<file path="src/rtl/square_motion_ctrl.sv">
// square_motion_ctrl: debounced, accelerating, clamped per-frame position of the player square
// Ports: vga_clk/reset (sync, active-high); left/right/up/down raw buttons;
//        vs active-low vertical sync; sq_x/sq_y registered top-left corner;
//        frame_tick one-cycle pulse per vs falling edge; moving = last tick changed a coordinate.
module square_motion_ctrl #(
  parameter int FIELD_W      = 480,
  parameter int FIELD_H      = 480,
  parameter int SIZE         = 32,
  parameter int STEP         = 4,
  parameter int ACCEL_FRAMES = 8,
  parameter int DEBOUNCE     = 250000,
  parameter int X0           = 224,
  parameter int Y0           = 224
) (
  input  logic       vga_clk,
  input  logic       reset,
  input  logic       left,
  input  logic       right,
  input  logic       up,
  input  logic       down,
  input  logic       vs,
  output logic [9:0] sq_x,
  output logic [9:0] sq_y,
  output logic       frame_tick,
  output logic       moving
);
  localparam int CW = DEBOUNCE > 1 ? $clog2(DEBOUNCE) : 1;
  localparam int HW = $clog2(ACCEL_FRAMES + 1);
  typedef enum logic {IDLE, RUN} state_t;
  logic [3:0]    s1_q, s2_q, db_q, db_d, dbp_q;
  logic [CW-1:0] cnt_q [4], cnt_d [4];
  logic          vs_q, tick_q, tick_d, moving_q, moving_d;
  logic [1:0]    go, neg, dneg_q, dneg_d;
  state_t        st_q [2], st_d [2];
  logic [HW-1:0] hold_q [2], hold_d [2];
  logic [9:0]    pos_q [2], pos_d [2];
  logic [10:0]   step [2], lim [2], sum [2];
  // bit order: 0=left 1=right 2=up 3=down
  always_comb begin
    db_d = db_q;
    cnt_d = cnt_q;
    for (int i = 0; i < 4; i++) begin
      db_d[i] = (s2_q[i] != db_q[i] && cnt_q[i] == CW'(DEBOUNCE - 1)) ? ~db_q[i] : db_q[i];
      cnt_d[i] = (s2_q[i] == db_q[i] || cnt_q[i] == CW'(DEBOUNCE - 1)) ? '0 : cnt_q[i] + CW'(1);
    end
  end
  // axes read the debounced state delayed one cycle, so a flip landing on the tick cycle waits a frame
  assign go  = {dbp_q[3] ^ dbp_q[2], dbp_q[1] ^ dbp_q[0]};
  assign neg = {dbp_q[2] & ~dbp_q[3], dbp_q[0] & ~dbp_q[1]};
  assign tick_d = vs_q & ~vs;
  always_comb begin
    st_d = st_q;
    hold_d = hold_q;
    dneg_d = dneg_q;
    pos_d = pos_q;
    for (int a = 0; a < 2; a++) begin
      lim[a] = a == 0 ? 11'(FIELD_W - SIZE) : 11'(FIELD_H - SIZE);
      step[a] = '0;
      sum[a] = '0;
      if (tick_q) begin
        if (!go[a]) begin
          st_d[a] = IDLE;
          hold_d[a] = '0;
        end else if (st_q[a] == IDLE || neg[a] != dneg_q[a]) begin
          st_d[a] = RUN;
          hold_d[a] = HW'(1);
          dneg_d[a] = neg[a];
        end else begin
          hold_d[a] = hold_q[a] == HW'(ACCEL_FRAMES) ? hold_q[a] : hold_q[a] + HW'(1);
        end
        step[a] = hold_d[a] < HW'(ACCEL_FRAMES) ? 11'(STEP) : 11'(2 * STEP);
        sum[a] = {1'b0, pos_q[a]} + step[a];
        if (go[a])
          pos_d[a] = neg[a] ? ({1'b0, pos_q[a]} >= step[a] ? pos_q[a] - step[a][9:0] : '0)
                            : (sum[a] > lim[a] ? lim[a][9:0] : sum[a][9:0]);
      end
    end
    moving_d = tick_q ? (pos_d[0] != pos_q[0] || pos_d[1] != pos_q[1]) : moving_q;
  end
  always_ff @(posedge vga_clk) begin
    if (reset) begin
      s1_q <= '0;
      s2_q <= '0;
      db_q <= '0;
      dbp_q <= '0;
      vs_q <= 1'b1;
      tick_q <= 1'b0;
      moving_q <= 1'b0;
      dneg_q <= '0;
      for (int i = 0; i < 4; i++) cnt_q[i] <= '0;
      for (int a = 0; a < 2; a++) begin
        st_q[a] <= IDLE;
        hold_q[a] <= '0;
      end
      pos_q[0] <= 10'(X0);
      pos_q[1] <= 10'(Y0);
    end else begin
      s1_q <= {down, up, right, left};
      s2_q <= s1_q;
      db_q <= db_d;
      dbp_q <= db_q;
      cnt_q <= cnt_d;
      vs_q <= vs;
      tick_q <= tick_d;
      moving_q <= moving_d;
      dneg_q <= dneg_d;
      st_q <= st_d;
      hold_q <= hold_d;
      pos_q <= pos_d;
    end
  end
  assign sq_x = pos_q[0];
  assign sq_y = pos_q[1];
  assign frame_tick = tick_q;
  assign moving = moving_q;
endmodule
</file>
<file path="config.mk">
export PLATFORM = sky130hd
export DESIGN_NAME = square_motion_ctrl
export DESIGN_NICKNAME = d
export VERILOG_FILES = /design/src/rtl/square_motion_ctrl.sv
export SDC_FILE = /design/constraint.sdc
export NUM_CORES = 1
export LEC_CHECK = 0
export CORE_MARGIN = 2
export CORE_UTILIZATION = 50
export DETAILED_ROUTE_END_ITERATION = 7
export GPL_ROUTABILITY_DRIVEN = 1
export PLACE_DENSITY = 0.76
export SLEW_MARGIN = 40
export SYNTH_ARGS = -nofsm -noshare
export SYNTH_HDL_FRONTEND = slang
export SYNTH_SLANG_ARGS = --single-unit
</file>
<file path="constraint.sdc">
create_clock -name vga_clk -period 4.9 [get_ports vga_clk]
set_input_delay 0.735 -clock vga_clk [delete_from_list [all_inputs] [get_ports vga_clk]]
set_output_delay 0.735 -clock vga_clk [all_outputs]
set_load 0.03 [all_outputs]
</file>
==> results of run 1 <==
## layout by cell type, fill, tap and decap left out, types with 9 or more instances in the layout
cell,n
nor2_1,125
dfxtp_1,123
nand2_1,57
xnor2_1,40
o21ai_0,37
a21oi_1,35
xor2_1,34
inv_1,33
nand3_1,31
clkdlybuf4s50_1,27
nor2b_1,18
ha_1,18
clkbuf_16,17
nor3_1,15
nand4_1,14
or3_1,14
nor4_1,12
and3_1,11
nand2b_1,11
mux2i_1,10
nand3b_1,9
## power groups by stage
stage | Clock, mW | Combinational [mW] | Sequential, mW
after floorplan | 0 | 0.0218 | 1.03
after global placement | 0 | 0.0313 | 1.03
after detailed placement | 0 | 0.0329 | 1.03
after CTS | 1.32 | 0.0331 | 1.01
after global routing | 1.37 | 0.0365 | 1.01
final | 1.31 | 0.0322 | 1.01
## metrics by stage
stage               hold slack (ps)  area [µm²]  instances  setup slack [ps]   util
finish                          421        7380        976               667  0.589
global route                    446        7380        976               365  0.589
CTS                             424        7380        976               680  0.589
detailed placement              416        6750        944               712  0.539
global placement                397        6750        944               836  0.539
floorplan                       392        6380        772               755      -
## sequential cells by signal, indices dropped and copies added (netlist names)
register,flops
cnt_q,72
db_q,4
dbp_q,4
dneg_q,2
frame_tick,1
hold_q,8
moving,1
s1_q,4
s2_q,4
sq_x,10
sq_y,10
st_q,2
vs_q,1
## cells by family after synthesis
group	synth area share
AOI/OAI and AO/OA	0.133
xor gates and xnor gates	0.102
adders and majority gates	0.0479
buffers and inverters	0.0406
DFF	0.386
muxes	0.0175
and+or+nand+nor	0.274
## critical path, cell delays in order, from the launching register on
cell	delay, ps
dfxtp_1	310
inv_1	40
ha_1	190
xnor2_1	200
nand2_1	90
or2_2	310
nor2_1	190
inv_1	160
fa_1	550
nand3b_1	250
or3_1	330
o211ai_1	110
nor3b_2	220
or2_1	170
o21ai_2	130
or4_1	540
a31oi_1	190
a311oi_1	110
## cells in the mapped netlist (all sizes together) (10+ instances only)
master | number | share of area
a21oi | 36 | 0.029
and3 | 12 | 0.013
clkbuf | 21 | 0.012
dfxtp | 123 | 0.39
ha | 18 | 0.035
inv | 33 | 0.019
mux2i | 10 | 0.016
nand2 | 58 | 0.035
nand2b | 11 | 0.011
nand3 | 31 | 0.024
nand4 | 14 | 0.014
nor2 | 126 | 0.075
nor2b | 18 | 0.018
nor3 | 17 | 0.016
nor4 | 13 | 0.014
o21ai | 40 | 0.033
or3 | 15 | 0.015
xnor2 | 40 | 0.055
xor2 | 34 | 0.047
## final cells by class
type,count,area share
clock inverters,12,0.0215
inverters,33,0.0168
flip-flops and latches,123,0.334
repair buffers,30,0.0397
multi-input cells,586,0.496
well taps,172,0.0292
clock buffers,20,0.0633
## worst paths after layout
| check | start | to | slack, ps |
|---|---|---|---|
| setup / recovery | dbp_q[1] | moving | 670 |
| hold / removal | vs_q | frame_tick | 420 |
| setup reg to reg | dbp_q[1] | moving | 670 |
| hold reg to reg | vs_q | frame_tick | 420 |
## metal layers
metal,up-vias,share of wire
met2,123,0.48
li1,2715,-
met4,0,0.014
met5,-,0
met3,19,0.046
met1,2556,0.46
==> metrics, run 1 <==
routed vias/inst=about 5.5; status=finished, final reports clean; Slew @ Worst Pin=just under 900 ps; cell depth of the worst flop-to-flop path=17; Die X=around 120 µm; first-pass GRT wire length=23.4 mm; routed via count=about 5400; Max Slew Vio Count=0; starting density of the core=0.510; CTS sink count=roughly 120; register cell area after layout=about 2500 µm²; H-tree Lvls=4; global route overflow=0; Global Route Usage Sum=0.212; setup TNS=0 ps; die area=approximately 14000 µm²; cts hold-fix bufs=0; Clock Skew=approximately 7.4 ps; area of the multi-input gates=3660 µm²; sequential share of the synthesized area=0.386; initial DRC count=378; top_reg_cell synth=dfxtp_1; buffer depth of the longest clock path=2; post-synthesis register bit count=between 100 and 150; DRC Markers=0; average size of a mapped cell=8.26 µm²; Max rail drop VDD=0.294 mV; Setup violations, final=0; Lkg Pwr=between 2 and 2.5 nW; ys async rst share=0; Num CTS Buffers=17; min Tclk post-route=4230 ps; clk slew on worst S/H paths=approximately 60 ps; Root Driver=clkbuf_16; CP Data Required Time=5180 ps; Ant. Diodes=0; average wire per standard cell=13.9 µm; count of unique library cells instantiated by Yosys=72; GP Congestion=about 0.92; switching power=slightly below 500 µW; ratio of cells with drive above 1 in the final layout=0.0734; RSZ-0062 raised after global routing=no; clock latency at the later pin of the worst-skew pair=between 400 and 500 ps; met1 Use GR=0.272; vias in the first global route=between 5000 and 6000; hold crit path type=register to register; WL final=about 14 mm; CTS tree=done; Filler cells=1148; First-pass DRT Iterations=5; DP HPWL=between 9 and 10 mm; Area growth syn-to-layout=15.7%; Yosys warning count=0; GR peak layer=met2; post-synthesis cell count=slightly below 800; Mapped Nets=801; total power=~2.4 mW; Die Y-Extent=about 120 µm; post-CTS resize count=0; Final Hold Viols=0; sequential power share=0.431; postcts setup bufs=0; Worst Path Max Fanout=10; Post-Syn Area=around 6400 µm²; ratio of final minimum period to clock period=0.864; Max-Cap Viols=0; num rows=41; grt met2 use=0.348; Post-synth EDFFs=0; Logic pwr share=0.014; Post-DRT Antenna Nets=0; crit end category=register; worst hold path stage count=2; met3 Track Usage GR=0.0561; IO buf count=28; top-level port count=29; pin count of the biggest net entering global routing=53; CP arrival=around 4500 ps; Fmax=between 200 and 250 MHz; internal power=1.86 mW; CP Launch Type=register; initial antenna violation count=0; sw frac=0.207; core area=12500 µm²; Clock Power Share=0.555; PwrDens=319 nW/µm²; Worst Setup Path Type=register to register; # nets final=820; Slew HR=0.405
Power figures use the tool's default switching activity.
==> inputs of run 2 (changes only) <==
--- a/config.mk
+++ b/config.mk
@@ -6,10 +6,10 @@
 export NUM_CORES = 1
 export LEC_CHECK = 0
 export CORE_MARGIN = 2
-export CORE_UTILIZATION = 50
+export CORE_UTILIZATION = 58
 export DETAILED_ROUTE_END_ITERATION = 7
 export GPL_ROUTABILITY_DRIVEN = 1
-export PLACE_DENSITY = 0.76
+export PLACE_DENSITY = 0.85
 export SLEW_MARGIN = 40
 export SYNTH_ARGS = -nofsm -noshare
 export SYNTH_HDL_FRONTEND = slang
==> run 2 against run 1 <==
Effect of this change: worst hold slack worse by 13 ps; core utilization rose by 8.8 points; sequential power about the same; sequential share of layout area increased by 0.33 points; largest cell class unchanged; clock skew is 1.3 ps lower; critical path depth unchanged; global-route usage up 4.8 points; combinational power up 2%.
==> metrics, run 2 (synthesis results as in run 1) <==
Slew HR=0.479; Fmax=about 230 MHz; Final Hold Viols=0; Worst Setup SP=dbp_q[3]; starting density of the core=0.591; grt met2 use=0.435; Clock Skew=roughly 6.1 ps; cts hold-fix bufs=0; Slew @ Worst Pin=just under 800 ps; met1 Use GR=0.319; routed via count=between 5000 and 6000; hold crit path type=register to register; ratio of cells with drive above 1 in the final layout=0.0686; Die Y-Extent=~110 µm; largest register by flop count=cnt_q; Worst Setup Path Type=register to register; clock latency at the later pin of the worst-skew pair=around 530 ps; min Tclk post-route=about 4300 ps; WL final=~14 mm; CTS sink count=123; DP HPWL=9.74 mm; GP Congestion=around 0.94; most common cell after layout, fill and taps aside=nor2_1; H-tree Lvls=4; Num CTS Buffers=17; Max Slew Vio Count=0; num rows=38; Worst Path Max Fanout=6; cell depth of the worst flop-to-flop path=17; global route overflow=0; status=finished, final reports clean; number of flip-flops in the largest register=72; average wire per standard cell=around 15 µm; vias in the first global route=between 5000 and 6000; clk slew on worst S/H paths=approximately 50 ps; routed vias/inst=around 5.9; FF-to-FF setup slack=610 ps; PwrDens=roughly 310 nW/µm²; post-CTS resize count=0; Ant. Diodes=0; Reg-to-Reg End=moving; Post-DRT Antenna Nets=0; Die X=109 µm; Global Route Usage Sum=0.260; Worst Setup EP=moving; CP Launch Type=register; Area growth syn-to-layout=14.5%; IO buf count=28; # nets final=around 820; GR peak layer=met2; Root Driver=clkbuf_8; CP arrival=about 4700 ps; die area=around 12000 µm²; First-pass DRT Iterations=6; core area=around 11000 µm²; Max-Cap Viols=0; most frequent cells in the layout=nor2_1, dfxtp_1, nand2_1; top-level port count=29; ratio of final minimum period to clock period=0.875; RSZ-0062 raised after global routing=no; Lkg Pwr=2.38 nW; CTS tree=done; first-pass GRT wire length=~25 mm; initial antenna violation count=0; CP Data Required Time=5300 ps; initial DRC count=approximately 430; pin count of the biggest net entering global routing=33; met3 Track Usage GR=0.0616; setup TNS=0 ps; buffer depth of the longest clock path=2; Setup violations, final=0; crit end category=register; Hold WS=a little over 400 ps; reg2reg start=dbp_q[3]; DRC Markers=0; postcts setup bufs=0; Max rail drop VDD=~0.25 mV
-- run 2: cell types whose count changed in the layout (fill, tap and decap cells not counted), sizes merged --
cell      before  now
bufinv         3    4
clkinv         4    3
clkinvlp       2    1
buf            3    5
inv           36   33
-- run 2: report_power, final --
group / switching (mW) / internal (mW) / total [mW]
clock network: 0.422 / 0.826 / 1.25
logic: 0.0194 / 0.0136 / 0.0329
registers: 0.00631 / 1.01 / 1.01
total: 0.447 / 1.85 / 2.29
-- run 2: worst min-delay path by stage --
stage	cells past startpoint	start	to
2_1_floorplan	2	vs_q	frame_tick
3_3_place_gp	2	vs_q	frame_tick
3_5_place_dp	2	vs_q	frame_tick
4_1_cts	2	vs_q	frame_tick
5_1_grt	2	vs_q	frame_tick
6_report	2	vs_q	frame_tick
-- run 2: final cells by class --
cell class	count	area [µm²]
Inverter	33	124
Clock buffer	20	435
Timing Repair Buffer	32	305
Fill cell	835	3490
Clock inverter	8	146
Sequential cell	123	2460
Tap cell	140	175
Multi-Input combinational cell	586	3660
-- run 2: critical path, cell delays in order (launching register included) --
cell      delay [ps]
dfxtp_1          300
inv_1             40
ha_1             190
xnor2_1          210
nand2_1           90
or2_2            310
nor2_1           190
inv_1            160
fa_1             500
nand3b_1         220
xor2_1           340
a21oi_1          150
a21oi_2          330
nor2_4           110
mux2i_1          130
or4_1            460
nor4_1           270
a311oi_1         130
-- run 2: stage by stage --
stage	setup WS [ps]	utilization	instance area [µm²]	power (mW)	cells
6_report	614	0.677	7310	2.29	942
5_1_grt	346	0.677	7310	2.36	942
4_1_cts	672	0.677	7310	2.31	942
3_5_place_dp	742	0.623	6730	1.07	914
3_3_place_gp	881	0.623	6730	1.07	914
2_1_floorplan	755	-	6380	1.06	772
-- run 2: per-layer routing --
layer	vias up	part of all wire
met4	0	0.026
met1	2618	0.42
met2	196	0.49
met3	50	0.063
li1	2722	-
met5	-	0
